**src/rtl/gpio_pkg.sv**
```systemverilog
// Shared GPIO constants: register byte offsets, pin counts and the input-vector type.
package gpio_pkg;
    localparam int NUM_IN  = 8;
    localparam int NUM_LED = 4;

    localparam logic [3:0] GPIO_LED    = 4'h0;
    localparam logic [3:0] GPIO_IN     = 4'h4;
    localparam logic [3:0] GPIO_EDGE   = 4'h8;
    localparam logic [3:0] GPIO_IRQ_EN = 4'hC;

    typedef logic [NUM_IN-1:0] gpio_in_t;
endpackage

```
**src/rtl/gpio_debounce.sv**
```systemverilog
// Single-bit synchronizer plus debouncer; output follows the pin after SYNC_STAGES-1+DEBOUNCE_CYCLES edges.
// No handshake: pure sampling pipeline, never stalls.
module gpio_debounce #(
    parameter int DEBOUNCE_CYCLES = 1_000_000,
    parameter int SYNC_STAGES     = 2
) (
    input  logic clk,
    input  logic rst_n,
    input  logic din,
    output logic dout
);
    localparam int CW = ($clog2(DEBOUNCE_CYCLES) < 1) ? 1 : $clog2(DEBOUNCE_CYCLES);

    logic [SYNC_STAGES-1:0] sync;
    logic [CW-1:0]          cnt;
    logic                   stable;
    logic                   synced;

    assign synced = sync[SYNC_STAGES-1];
    assign dout   = stable;

    always_ff @(posedge clk or negedge rst_n) begin
        if (!rst_n) begin
            sync   <= '0;
            cnt    <= '0;
            stable <= 1'b0;
        end else begin
            sync <= {sync[SYNC_STAGES-2:0], din};
            // Any cycle where the synchronized value agrees with stable restarts the count.
            if (synced == stable) begin
                cnt <= '0;
            end else if (cnt == CW'(DEBOUNCE_CYCLES - 1)) begin
                stable <= synced;
                cnt    <= '0;
            end else begin
                cnt <= cnt + CW'(1);
            end
        end
    end
endmodule

```
**src/rtl/wb_gpio_debounce.sv**
```systemverilog
// Wishbone GPIO slave: LEDs, debounced {btn,sw}, and (with GPIO_IRQ_EN) rising-edge latch + level irq.
// Latency: ack one cycle after cyc&stb, back-to-back capable; wb_stall is tied low (never backpressures).
module wb_gpio_debounce
    import gpio_pkg::*;
#(
    parameter int DEBOUNCE_CYCLES = 1_000_000,
    parameter int SYNC_STAGES     = 2
) (
    input  logic               clk,
    input  logic               rst_n,
    input  logic               wb_cyc,
    input  logic               wb_stb,
    input  logic               wb_we,
    input  logic [3:0]         wb_adr,
    input  logic [3:0]         wb_sel,
    input  logic [31:0]        wb_dat_i,
    output logic [31:0]        wb_dat_o,
    output logic               wb_ack,
    output logic               wb_stall,
    input  logic [3:0]         sw,
    input  logic [3:0]         btn,
    output logic [NUM_LED-1:0] led,
    output logic               irq
);
    gpio_in_t   in_raw;
    gpio_in_t   in_stable;
    gpio_in_t   edge_q;
    gpio_in_t   irq_en_q;
    logic       acc;
    logic       wr;
    logic [3:0] reg_off;
    logic [31:0] rdata;
    logic       unused;

    assign in_raw   = {btn, sw};
    assign acc      = wb_cyc & wb_stb;
    assign wr       = acc & wb_we & wb_sel[0];
    assign reg_off  = {wb_adr[3:2], 2'b00};
    assign wb_stall = 1'b0;

    for (genvar i = 0; i < NUM_IN; i++) begin : g_in
        gpio_debounce #(
            .DEBOUNCE_CYCLES(DEBOUNCE_CYCLES),
            .SYNC_STAGES    (SYNC_STAGES)
        ) u_db (
            .clk  (clk),
            .rst_n(rst_n),
            .din  (in_raw[i]),
            .dout (in_stable[i])
        );
    end

    always_ff @(posedge clk or negedge rst_n) begin
        if (!rst_n) begin
            led <= '0;
        end else if (wr && reg_off == GPIO_LED) begin
            led <= wb_dat_i[NUM_LED-1:0];
        end
    end

`ifdef GPIO_IRQ_EN
    gpio_in_t stable_d;
    gpio_in_t rise;
    gpio_in_t edge_clr;

    assign rise     = in_stable & ~stable_d;
    assign edge_clr = (wr && reg_off == GPIO_EDGE) ? wb_dat_i[NUM_IN-1:0] : '0;

    // Set is OR'ed after the clear so a same-cycle set survives a W1C.
    always_ff @(posedge clk or negedge rst_n) begin
        if (!rst_n) begin
            stable_d <= '0;
            edge_q   <= '0;
            irq_en_q <= '0;
            irq      <= 1'b0;
        end else begin
            stable_d <= in_stable;
            edge_q   <= (edge_q & ~edge_clr) | rise;
            if (wr && reg_off == GPIO_IRQ_EN) begin
                irq_en_q <= wb_dat_i[NUM_IN-1:0];
            end
            irq <= |(edge_q & irq_en_q);
        end
    end

    assign unused = ^{wb_adr[1:0], wb_sel[3:1], wb_dat_i[31:NUM_IN]};
`else
    assign edge_q   = '0;
    assign irq_en_q = '0;
    assign irq      = 1'b0;
    assign unused   = ^{wb_adr[1:0], wb_sel[3:1], wb_dat_i[31:NUM_LED]};
`endif

    always_comb begin
        rdata = '0;
        case (reg_off)
            GPIO_LED:    rdata[NUM_LED-1:0] = led;
            GPIO_IN:     rdata[NUM_IN-1:0]  = in_stable;
            GPIO_EDGE:   rdata[NUM_IN-1:0]  = edge_q;
            GPIO_IRQ_EN: rdata[NUM_IN-1:0]  = irq_en_q;
            default:     rdata = '0;
        endcase
    end

    always_ff @(posedge clk or negedge rst_n) begin
        if (!rst_n) begin
            wb_ack   <= 1'b0;
            wb_dat_o <= '0;
        end else begin
            wb_ack   <= acc;
            wb_dat_o <= acc ? rdata : '0;
        end
    end
endmodule

```
**config.mk**
```make
export PLATFORM = sky130hd
export DESIGN_NAME = wb_gpio_debounce
export DESIGN_NICKNAME = d
export VERILOG_FILES = /design/src/rtl/gpio_pkg.sv /design/src/rtl/gpio_debounce.sv /design/src/rtl/wb_gpio_debounce.sv
export SDC_FILE = /design/constraint.sdc
export NUM_CORES = 1
export LEC_CHECK = 0
export CAP_MARGIN = 20
export CORE_UTILIZATION = 62
export CTS_CLUSTER_DIAMETER = 120
export CTS_CLUSTER_SIZE = 20
export DETAILED_ROUTE_END_ITERATION = 16
export HOLD_SLACK_MARGIN = 0.12
export PLACE_DENSITY = 0.89
export RECOVER_POWER = 50
export REMOVE_ABC_BUFFERS = 1
export SYNTH_ARGS = -nofsm -noshare
export SYNTH_HDL_FRONTEND = slang
export SYNTH_SLANG_ARGS = --single-unit
```
**constraint.sdc**
```tcl
create_clock -name clk -period 4.81 [get_ports clk]
set_input_delay 1.2025 -clock clk [delete_from_list [all_inputs] [get_ports clk]]
set_output_delay 1.2025 -clock clk [all_outputs]
set_load 0.02 [all_outputs]
```
==> impl_metrics.yaml <==
run_status:
  status: "complete, but fails checks"
  violations: "DRC, capacitance limit, slew limit"
setup_path:
  r2r_end: "g_in[7].u_db.dout$_DFFE_PN0P_"
  critPathSlowestCell: "clkbuf_2"
  path_buf_inv: 1
  slowest_delay_ps: 1540
  reg2reg_slack_ps: 2520
  crit_chain: "clkbuf_2"
  critPathLaunchType: "input port"
  reg2regPathDepth: 5
  crit_path_end_kind: "async pin"
  arrival_ps: 2860
  critical_path_class: "in2async"
  crit_family: "buffers and inverters"
  worst-path-max-fanout: 93
  required_ps: 4880
  r2r-start: "g_in[7].u_db.cnt[0]$_DFF_PN0_"
clocking:
  worst_setup_hold_path_clk_slew_ps: 70
  cts_tree: "built"
  cts.path.max_buffers: 2
  cts.htree.levels: 4
  cts_setup_buffers: 0
  clock_sink_count: 197
  hold_buffers: 0
  cts-buffers-inserted: 17
  clk_latency_ps: 430
  cts_resized: 0
  clock-root-buffer: "clkbuf_16"
timing:
  max_clock_freq_ghz: 0.359
  max-slew-margin-rel_pct: -51.9
  finalSetupTns_ps: 0
  rsz0062_at_grt: "false"
  final.min_clock_period_ps: 2790
  fin_worst_skew_ps: 8.79
  setup_viol: 0
  hold_viol: 0
  fin_crit_sh_pct: 57.9
  maxSlewViolCount: 93
  tightest_slew_ps: 2280
pwr:
  powerDensity_mw_per_mm2: 319
  p_leak_nw: 4.31
  ir_drop_uv: 299
placement:
  gp_congestion: 0.801
  hpwl_um: 12500
  place_area_sq_mm: 0.00989
  port-buffer-count: 32
yosys:
  ys_top_cells_by_area: "dfrtp_1 52%, nor2_1 4.9%, xor2_1 4.9%"
  ys_ff_latch: 197
  yosysWarnings: 0
  seq_area_frac_synth_pct: 52.1
  synth_area_sq_mm: 0.00946
  synth-edff-count: 0
  async_flop_share_pct: 100
  synth_top_cell_area_share_pct: 52.1
  synth_cell_type_count: 46
  synth_top_flop_cell: "dfrtp_1"
  yosysTopAreaCell: "dfrtp_1"
  synthCells: 946
  avgSynthCellArea_sq_um: 10.0
grt:
  grt_overflow_total: 0
  grt_max_degree: 94
  grtUsageTotal_pct: 25.1
  grt_pass1_wl_um: 31900
  grt_pass1_vias: 6977
  antenna_found_initial: 0
hold_path:
  min_path_type: "reg2reg"
  holdPathEnd: "g_in[6].u_db.sync[1]$_DFF_PN0_"
  holdPathStages: 0
  min_from: "g_in[6].u_db.sync[0]$_DFF_PN0_"
die:
  coreArea_sq_mm: 0.0147
  initial_utilization_pct: 64.4
  io_pins: 92
  chipHeight_um: 126
  die_w_um: 126
  fp.dieArea_sq_mm: 0.0158
  rows: 44
layout:
  fill_cells: 1043
  drive_above_1_share_pct: 6.48
  antenna_cells: 0
  layout_commonest_cell: "dfrtp_1"
  layout.nets: 1038
  area_growth_pct: 10.6
  finalInstanceArea_sq_mm: 0.0105
  layout_common_cells: "197 x dfrtp_1, 124 x nor2_1, 57 x nand3_1"
drt:
  firstDrtPassIters: 11
  routedWlPerCell_um: 15.8
  drt_iter0_drc: 521
  totalWireLength_um: 18500
  post_drt_via_cell_ratio: 5.98
  drcViolationCount: 2
  vias: 7008
  ant_nets: 0
job:
  max_cap_viol_count: 1
metrics by stage:
stage	utilization (%)	hold WS [ps]	cells	setup WS, ps	power (mW)
2_1_floorplan	-	331	917	2190	1.82
3_3_place_gp	67.3	332	1142	1780	1.91
3_5_place_dp	67.3	335	1142	1720	1.92
4_1_cts	71.3	350	1171	2110	3.37
5_1_grt	71.2	361	1171	1560	3.46
6_report	71.2	348	1171	2020	3.34
state kept, by name, indices dropped and copies added, names as in the netlist:
name            cells
g_in.u_db.cnt     160
wb_ack              1
wb_dat_o            8
g_in.u_db.sync     16
led                 4
g_in.u_db.dout      8
how the worst max path moves through the flow:
stage,start,endpoint,slack [ps],cells past startpoint
2_1_floorplan,g_in[6].u_db.cnt[16]$_DFF_PN0_,g_in[6].u_db.cnt[10]$_DFF_PN0_,2190,4
3_3_place_gp,wb_cyc,led[2]$_DFFE_PN0P_,1780,5
3_5_place_dp,wb_stb,led[3]$_DFFE_PN0P_,1720,5
4_1_cts,led[1]$_DFFE_PN0P_,led[1],2110,1
5_1_grt,rst_n,g_in[2].u_db.cnt[10]$_DFF_PN0_,1560,1
6_report,rst_n,g_in[2].u_db.sync[1]$_DFF_PN0_,2020,1
per-layer routing:
| metal | vias to the layer above | share of wire, % | GRT usage (%) |
|---|---|---|---|
| met5 | - | 0 | 0 |
| met4 | 0 | 1.4 | 8.61 |
| met3 | 27 | 3.8 | 4.71 |
| met2 | 169 | 51 | 42.7 |
| met1 | 3450 | 44 | 32.3 |
| li1 | 3362 | - | - |
cell usage after synthesis, types with 25 or more instances:
master and number:
a21oi_1 48, buf_4 26, dfrtp_1 197, inv_1 28, nand2_1 50, nand3_1 57
nand4_1 40, nor2_1 124, o21ai_0 33, or3_1 25, or4_1 26, xnor2_1 48
xor2_1 53
cell families (layout without fill, tap and decap cells):
family                     count (synthesis)  after routing  share of synthesized area (%)
muxes                                     18             18                           2.06
buffers and inverters                     82             98                           4.49
other                                      1             26                         0.0396
xor gates and xnor gates                 101            101                           9.35
AOI/OAI and AO/OA                        108            108                           6.56
adders and majority gates                  8              8                           1.06
and+or+nand+nor                          431            431                           24.4
DFF                                      197            197                           52.1
final cells by class:
| type | count | area, sq um | share of cell area, % |
|---|---|---|---|
| clock buffer | 19 | 453 | 4.33 |
| multi-input combinational | 692 | 4210 | 40.2 |
| clock inverter | 10 | 145 | 1.39 |
| sequential | 197 | 4930 | 47.1 |
| inverter | 28 | 105 | 1.00 |
| timing repair buffer | 41 | 392 | 3.74 |
| tap | 184 | 230 | 2.20 |
report_power, final:
group / internal [mW] / total, mW / switching, mW
clock: 0.843 / 1.45 / 0.612
combinational: 0.0570 / 0.169 / 0.111
sequential: 1.69 / 1.72 / 0.0304
total: 2.59 / 3.34 / 0.754
(Power assumes the default switching activity.)
